File: config.mk
export PLATFORM = sky130hd
export DESIGN_NAME = dmx_tx_ctl
export DESIGN_NICKNAME = d
export VERILOG_FILES = /design/src/rtl/dmx_pkg.sv /design/src/rtl/dmx_tx_ser.sv /design/src/rtl/dmx_tx_ctl.sv
export SDC_FILE = /design/constraint.sdc
export NUM_CORES = 1
export LEC_CHECK = 0
export CAP_MARGIN = 20
export CORE_MARGIN = 2
export CORE_UTILIZATION = 33
export CTS_CLUSTER_SIZE = 30
export DETAILED_ROUTE_END_ITERATION = 6
export GPL_TIMING_DRIVEN = 0
export SLEW_MARGIN = 20
export SYNTH_ARGS = -nofsm -noshare
export SYNTH_HDL_FRONTEND = slang
export SYNTH_SLANG_ARGS = --single-unit
File: constraint.sdc
create_clock -name sys_clk -period 3.4 [get_ports sys_clk]
set_clock_uncertainty 0.1 [all_clocks]
set_input_delay 0.34 -clock sys_clk [delete_from_list [all_inputs] [get_ports sys_clk]]
set_output_delay 0.34 -clock sys_clk [all_outputs]
set_load 0.03 [all_outputs]
File: src/rtl/dmx_pkg.sv
`default_nettype none
// ============================================================================
//  Module  : dmx_pkg
//  Purpose : Shared definitions for the DMX512 transmit path: controller
//            state encoding, DMX line timing in microseconds, slot limits
//            and a helper that turns a microsecond time into sys_clk cycles.
//  Ports   : none (package)
//  Rev     : 1.0  initial release
// ============================================================================
package dmx_pkg;

    // Controller states, explicitly encoded in 4 bits
    typedef enum logic [3:0] {
        ST_IDLE      = 4'd0,
        ST_BREAK     = 4'd1,
        ST_MAB       = 4'd2,
        ST_LOAD_SC   = 4'd3,
        ST_SEND      = 4'd4,
        ST_FETCH     = 4'd5,
        ST_WAIT_DATA = 4'd6,
        ST_LOAD      = 4'd7,
        ST_MTBP      = 4'd8
    } dmx_state_t;

    // DMX line timing in microseconds
    localparam int c_bit_us   = 4;    // 250 kbaud
    localparam int c_break_us = 100;
    localparam int c_mab_us   = 12;
    localparam int c_mtbp_us  = 10;

    // Largest number of data slots in a packet
    localparam int c_max_slots = 512;

    // Start bit + 8 data bits + 2 stop bits
    localparam int c_frame_bits = 11;

    // Microseconds to sys_clk cycles; 64-bit product so 100 MHz * 100 us
    // does not overflow.
    function automatic int us_to_cycles(input longint hz, input int us);
        longint l_prod;
        l_prod = hz * longint'(us);
        return int'(l_prod / 64'sd1000000);
    endfunction

endpackage
`default_nettype wire

File: src/rtl/dmx_tx_ser.sv
`default_nettype none
// ============================================================================
//  Module  : dmx_tx_ser
//  Purpose : 250 kbaud 8N2 serializer. A load pulse captures a byte; the
//            start bit appears on tx the next cycle, followed by d0..d7
//            (LSB first) and two stop bits, each BIT_CYCLES long.
//  Ports   : sys_clk, sys_rst (async, active-high)
//            load   - one-cycle request to send data
//            data   - byte captured on load
//            tx     - serial line, idle mark = 1
//            busy   - high while a character is on the line
//            done   - high on the last cycle of the second stop bit
//  Rev     : 1.0  initial release
// ============================================================================
module dmx_tx_ser
    import dmx_pkg::*;
#(
    parameter int BIT_CYCLES = 400
) (
    input  logic       sys_clk,
    input  logic       sys_rst,
    input  logic       load,
    input  logic [7:0] data,
    output logic       tx,
    output logic       busy,
    output logic       done
);

    localparam logic [15:0] c_bit_last   = 16'(BIT_CYCLES - 1);
    localparam logic [3:0]  c_shift_last = 4'(c_frame_bits - 1);

    // Bit 0 of the shift register is the line; ones are shifted in from the
    // top, so the register naturally returns to all-ones (mark) at the end.
    logic [10:0] r_shift;
    logic [15:0] r_cnt;
    logic [3:0]  r_bits_left;
    logic        r_busy;

    always_ff @(posedge sys_clk or posedge sys_rst) begin
        if (sys_rst) begin
            r_shift     <= '1;
            r_cnt       <= '0;
            r_bits_left <= '0;
            r_busy      <= 1'b0;
        end else if (load) begin
            r_shift     <= {2'b11, data, 1'b0};
            r_cnt       <= c_bit_last;
            r_bits_left <= c_shift_last;
            r_busy      <= 1'b1;
        end else if (r_busy) begin
            if (r_cnt == 16'd0) begin
                if (r_bits_left == 4'd0) begin
                    r_busy <= 1'b0;
                end else begin
                    r_shift     <= {1'b1, r_shift[10:1]};
                    r_bits_left <= r_bits_left - 4'd1;
                    r_cnt       <= c_bit_last;
                end
            end else begin
                r_cnt <= r_cnt - 16'd1;
            end
        end
    end

    assign tx   = r_shift[0];
    assign busy = r_busy;
    assign done = r_busy && (r_cnt == 16'd0) && (r_bits_left == 4'd0);

endmodule
`default_nettype wire

File: src/rtl/dmx_tx_ctl.sv
`default_nettype none
// ============================================================================
//  Module  : dmx_tx_ctl
//  Purpose : DMX512 transmit frame controller. Sends break, mark-after-break,
//            start code, channel_count slots read from the channel RAM and
//            the inter-packet mark, repeating while enable is high.
//  Ports   : sys_clk, sys_rst (async, active-high)
//            enable        - frames are sent back to back while high
//            start_code    - slot-0 value, latched at frame start
//            channel_count - data slots (0 = 512), latched at frame start
//            ram_a         - channel RAM read address (registered)
//            ram_do        - channel RAM data, valid one cycle after ram_a
//            tx            - DMX line, idle mark = 1
//            busy          - high from break start to end of MTBP
//            frame_done    - one-cycle pulse on the last MTBP cycle
//  Rev     : 1.0  initial release
// ============================================================================
module dmx_tx_ctl
    import dmx_pkg::*;
#(
    parameter int CLK_FREQ     = 100000000,
    parameter int BIT_CYCLES   = us_to_cycles(CLK_FREQ, c_bit_us),
    parameter int BREAK_CYCLES = us_to_cycles(CLK_FREQ, c_break_us),
    parameter int MAB_CYCLES   = us_to_cycles(CLK_FREQ, c_mab_us),
    parameter int MTBP_CYCLES  = us_to_cycles(CLK_FREQ, c_mtbp_us)
) (
    input  logic       sys_clk,
    input  logic       sys_rst,
    input  logic       enable,
    input  logic [7:0] start_code,
    input  logic [8:0] channel_count,
    output logic [8:0] ram_a,
    input  logic [7:0] ram_do,
    output logic       tx,
    output logic       busy,
    output logic       frame_done
);

    localparam logic [15:0] c_break_last = 16'(BREAK_CYCLES - 1);
    // LOAD_SC is also a mark cycle on the line, so the MAB state itself is
    // one cycle shorter to keep the visible mark at exactly MAB_CYCLES.
    localparam logic [15:0] c_mab_last   = 16'(MAB_CYCLES - 2);
    localparam logic [15:0] c_mtbp_last  = 16'(MTBP_CYCLES - 1);

    dmx_state_t  r_state;
    logic [15:0] r_cnt;
    logic [9:0]  r_slot;        // data slots handed to the serializer
    logic [9:0]  r_count;       // latched data slot count, 1..512
    logic [7:0]  r_start_code;
    logic [8:0]  r_ram_a;
    logic        r_line;        // registered line level outside of slots
    logic        r_busy;
    logic        r_frame_done;

    logic        w_ser_load;
    logic [7:0]  w_ser_data;
    logic        w_ser_tx;
    logic        w_ser_busy;
    logic        w_ser_done;
    logic        w_frame_start;

    assign w_ser_load    = (r_state == ST_LOAD_SC) || (r_state == ST_LOAD);
    assign w_ser_data    = (r_state == ST_LOAD) ? ram_do : r_start_code;
    assign w_frame_start = enable && ((r_state == ST_IDLE) ||
                           ((r_state == ST_MTBP) && (r_cnt == 16'd0)));

    dmx_tx_ser #(
        .BIT_CYCLES (BIT_CYCLES)
    ) u_ser (
        .sys_clk (sys_clk),
        .sys_rst (sys_rst),
        .load    (w_ser_load),
        .data    (w_ser_data),
        .tx      (w_ser_tx),
        .busy    (w_ser_busy),
        .done    (w_ser_done)
    );

    always_ff @(posedge sys_clk or posedge sys_rst) begin
        if (sys_rst) begin
            r_state      <= ST_IDLE;
            r_cnt        <= '0;
            r_slot       <= '0;
            r_count      <= '0;
            r_start_code <= '0;
            r_ram_a      <= '0;
            r_line       <= 1'b1;
            r_busy       <= 1'b0;
            r_frame_done <= 1'b0;
        end else begin
            r_frame_done <= 1'b0;

            case (r_state)
                ST_IDLE: begin
                    r_line <= 1'b1;
                end
                ST_BREAK: begin
                    if (r_cnt == 16'd0) begin
                        r_state <= ST_MAB;
                        r_cnt   <= c_mab_last;
                        r_line  <= 1'b1;
                    end else begin
                        r_cnt <= r_cnt - 16'd1;
                    end
                end
                ST_MAB: begin
                    if (r_cnt == 16'd0) begin
                        r_state <= ST_LOAD_SC;
                    end else begin
                        r_cnt <= r_cnt - 16'd1;
                    end
                end
                ST_LOAD_SC: begin
                    r_state <= ST_SEND;
                end
                ST_SEND: begin
                    if (w_ser_done) begin
                        if (r_slot == r_count) begin
                            r_state <= ST_MTBP;
                            r_cnt   <= c_mtbp_last;
                        end else begin
                            r_state <= ST_FETCH;
                        end
                    end
                end
                ST_FETCH: begin
                    r_state <= ST_WAIT_DATA;
                end
                ST_WAIT_DATA: begin
                    r_state <= ST_LOAD;
                end
                ST_LOAD: begin
                    // Wraps 511 -> 0 after the last slot of a full frame
                    r_ram_a <= r_ram_a + 9'd1;
                    r_slot  <= r_slot + 10'd1;
                    r_state <= ST_SEND;
                end
                ST_MTBP: begin
                    if (r_cnt == 16'd1) begin
                        r_frame_done <= 1'b1;
                    end
                    if (r_cnt == 16'd0) begin
                        r_state <= ST_IDLE;
                        r_busy  <= 1'b0;
                    end else begin
                        r_cnt <= r_cnt - 16'd1;
                    end
                end
                default: begin
                    r_state <= ST_IDLE;
                    r_line  <= 1'b1;
                end
            endcase

            // Frame start overrides the IDLE / end-of-MTBP decisions above
            if (w_frame_start) begin
                r_state      <= ST_BREAK;
                r_cnt        <= c_break_last;
                r_line       <= 1'b0;
                r_busy       <= 1'b1;
                r_ram_a      <= '0;
                r_slot       <= '0;
                r_start_code <= start_code;
                r_count      <= (channel_count == 9'd0) ? 10'(c_max_slots)
                                                        : {1'b0, channel_count};
            end
        end
    end

    // The serializer rests at mark, so it owns the line only while a
    // character is in flight; otherwise the registered level is driven.
    assign tx         = w_ser_busy ? w_ser_tx : r_line;
    assign ram_a      = r_ram_a;
    assign busy       = r_busy;
    assign frame_done = r_frame_done;

endmodule
`default_nettype wire

==> summary.md <==
| Metric | Value |
|---|---|
| Status | complete, no violations |
| Tcrit/Tclk final | 0.7325 |
| Cell taking the most area after synthesis | dfrtp_1 |
| P_leak | 2.503 nW |
| DR WL/cell | 14.80 um |
| Synth Area in Compound Gates | 0.1341 |
| Routability cong. | 0.8849 |
| # rows | 44 |
| Core area | 14480 um^2 |
| Yosys reg bits | 90 |
| Worst Slack Setup Final | 909.6 ps |
| Reg power frac | 0.516 |
| Die area | roughly 16000 um^2 |
| GRT overflow | 0 |
| Post-synthesis adder-cell area fraction | 0.01792 |
| Mapped cell area | 4888 um^2 |
| Critical-path top delay cell | dfrtp_1 |
| # H-tree levels | 3 |
| Worst R2R End | r_cnt[15]$_DFFE_PP0P_ |
| CP required | 3560 ps |
| N_diodes | 0 |
| 1st-pass router iterations | 5 |
| FF-to-FF setup slack | between 900 and 1000 ps |
| NetSw | 0.4545 mW |
| CTS Buf Count | 9 |
| Worst slew pin tran | 569.9 ps |
| Number of post-CTS setup repair buffers | 0 |
| Crit path kind | register to register |
| Place WS | 911.7 ps |
| Setup TNS | 0 ps |
| Synth Area in XOR/XNOR | 0.07704 |
| IO Port Bufs | 39 |
| M1 GR Usage | 0.2100 |
| Net Count, Synth | 565 |
| Pwr/cell area | ~360 nW/um^2 |
| Residual DRC | 0 |
| RSZ-0062 raised after global routing | no |
| Slowest stage delay, CP | 470 ps |
| Commonest cells after routing, fill and taps aside | nand2_1, dfrtp_1, nor2_1, clkdlybuf4s50_1, xor2_1 |
| DR vias/cell | 5.161 |
| Vias in the first global route | just under 4000 |
| Busiest grt layer | met2 |
| Met3 GRT Util | 0.01954 |
| CP Launch Type | register |
| CTS clk-pin slew, worst paths | 70 ps |
| Sw Share | 0.2190 |
| Seq/Total Area, Yosys | 0.4633 |
| Syn_area_per_cell | 9.223 um^2 |
| Critical path endpoint category | register |
| Maximum clock rate | 401.5 MHz |
| VDD IR-drop max | between 200 and 250 uV |
| Crit path DAT | between 2000 and 3000 ps |
| Max-slew violation count | 0 |
| Yosys cell types | 70 |
| First-pass GRT wire length | 19520 um |
| Final setup viols | 0 |
| Synthesis-to-finish area growth | 19.15% |
| PostCTS Resize Cnt | 0 |
| Die height | 125.7 um |
| GRT Total Usage | 0.1501 |
| IO Pins | 40 |
| Combinational family with the most area after synthesis | simple AND/OR/NAND/NOR gates |
| CTS tree | yes |
| Largest net degree at the start of global routing | 65 |
| Hold crit path type | primary input to async pin |
| Ys Warns | 0 |
| Post-synth top area share | 0.4095 |
| Fin nets | between 600 and 700 |
| Initial Util | 0.3376 |
| Detailed Route WL | 11400 um |
| # clock sinks | 90 |
| Mapped Cells | 530 |
| Minimum clock period | 2490 ps |
| Mux contribution to synthesized area | 0.01254 |
| Routed Antenna Nets | 0 |
| Top_reg_cell synth | dfrtp_1 |
| Critical path, cell by cell | inv_1 -> ha_1 -> nor3b_1 -> and4_4 -> buf_6 -> nor3_2 -> nor4b_4 -> a21oi_1 -> a31oi_1 |
| Post-synthesis async set-or-reset flop share | 1.000 |
| Slew HR | 0.6171 |
| GR Util met2 | 0.2375 |
| Die width | roughly 130 um |
| Post-synth EDFFs | 0 |
| CTS Root Cell | clkbuf_16 |
| Internal power | 1.621 mW |
| Clock power frac | 0.454 |
| Placed cells | between 700 and 800 |
| Post-route insts no fill | 770 |
| Max-cap violation count | 0 |
| Layout cells sized above 1 | 0.1126 |
| Crit path max fanout | 10 |
| Final hold violations | 0 |
| Clock buffer depth | 2 |
| Clk_lat worst skew | roughly 340 ps |
| Combinational Power Share | 0.030 |
| Area contributors post-synth | dfrtp_1, nand2_1, dfstp_2, xor2_1, nor2_1 |
| Most common cell after layout, fill and taps aside | nand2_1 |
| Via count | 3974 |
| Worst reg2reg path depth | 9 |
| Post-DP HPWL | 8241 um |
| Synth Area in Simple Gates | 0.2570 |
| FF-to-FF Start | r_cnt[0]$_DFFE_PP0P_ |
| CTS Hold Bufs | 0 |
| Initial antenna violation count | 0 |
| DRT iter0 DRCs | 167 |
| Final Util | 0.4023 |
==> synthesized netlist by cell type (2+ instances only) <==
cell type    n
nand2_1    108
dfrtp_1     80
nor2_1      55
xor2_1      27
a21oi_1     25
a31oi_1     16
xnor2_1     16
nand3_1     14
inv_1       12
clkbuf_1    11
o21ai_0     11
dfstp_2     10
nor2b_1     10
a211oi_1     9
nand4_1      9
buf_2        8
nor4_1       8
ha_1         7
nor3_1       7
and3_1       6
mux2i_1      5
and4_1       4
buf_4        3
buf_6        3
nand2b_1     3
o21ai_1      3
a2111oi_0    2
a22o_1       2
a22oi_1      2
a2bb2oi_1    2
and2_1       2
and4b_1      2
nand3b_1     2
nor2_2       2
nor3b_1      2
nor4_4       2
o211ai_1     2
o2bb2ai_1    2
o31ai_1      2
or2_2        2
or4_1        2
or4_4        2
==> per-stage QoR <==
| stage | instance area, um^2 | power (mW) | hold WS [ps] |
|---|---|---|---|
| 3_5_place_dp | 5542 | 1.154 | 359.5 |
| 5_1_grt | 5824 | 2.147 | 261.4 |
| 3_3_place_gp | 5509 | 1.149 | 356.4 |
| 4_1_cts | 5824 | 2.102 | 233.7 |
| 6_report | 5824 | 2.076 | 224.7 |
| 2_1_floorplan | 4888 | 1.108 | 337.9 |
==> power by group through the flow <==
stage	Clock (mW)	Sequential [mW]	Combinational, mW
4_1_cts	0.968	1.07	0.0637
6_report	0.943	1.07	0.0613
3_3_place_gp	0	1.09	0.0580
5_1_grt	1.01	1.07	0.0684
2_1_floorplan	0	1.09	0.0169
3_5_place_dp	0	1.09	0.0635
==> worst max path at each step <==
stage	start	to	cells after the start
finish	r_cnt[0]$_DFFE_PP0P_	r_cnt[15]$_DFFE_PP0P_	9
global route	r_cnt[0]$_DFFE_PP0P_	r_cnt[1]$_DFFE_PP0P_	9
CTS	r_cnt[0]$_DFFE_PP0P_	r_cnt[8]$_DFFE_PP0P_	9
detailed placement	r_cnt[0]$_DFFE_PP0P_	r_cnt[8]$_DFFE_PP0P_	9
global placement	sys_rst	r_cnt[14]$_DFFE_PP0P_	2
floorplan	sys_rst	busy$_DFFE_PP0P_	1
==> area by class of cell <==
type | count | area [um^2]
tap | 184 | 230.2
clock buffer | 11 | 242.7
sequential | 90 | 2265
buffer | 25 | 137.6
inverter | 13 | 53.80
multi-input combinational | 402 | 2437
fill | 1440 | 8655
clock inverter | 5 | 40.04
timing repair buffer | 40 | 417.9
==> worst max-delay path, delay by kind of cell (launching register included) <==
| family | cells | cell delay, ps |
|---|---|---|
| simple gates | 4 | 1060 |
| buf+inv | 2 | 230 |
| compound gates | 2 | 250 |
| fa+ha+maj | 1 | 310 |
| flops | 1 | 470 |
==> state kept, by name, summed over array words and instances (netlist names), 4 cells and up <==
signal             count
r_cnt                 16
r_count               10
r_slot                10
r_start_code           8
r_state                4
ram_a                  9
u_ser.r_bits_left      4
u_ser.r_cnt           16
u_ser.r_shift          9
==> cells by family (layout without fill, tap and decap cells) <==
logic type | after synthesis | count (layout)
compound gates | 95 | 95
xor+xnor | 43 | 43
fa+ha+maj | 7 | 7
buf+inv | 38 | 94
flops | 90 | 90
mux | 6 | 6
simple gates | 251 | 251
==> per-layer routing <==
| metal | part of all wire | vias to the layer above |
|---|---|---|
| met5 | 0 | - |
| met4 | 0.017 | 0 |
| met3 | 0.031 | 14 |
| met2 | 0.47 | 67 |
| met1 | 0.49 | 1944 |
| li1 | - | 1949 |
No activity file was read; power rests on OpenSTA's default activity.
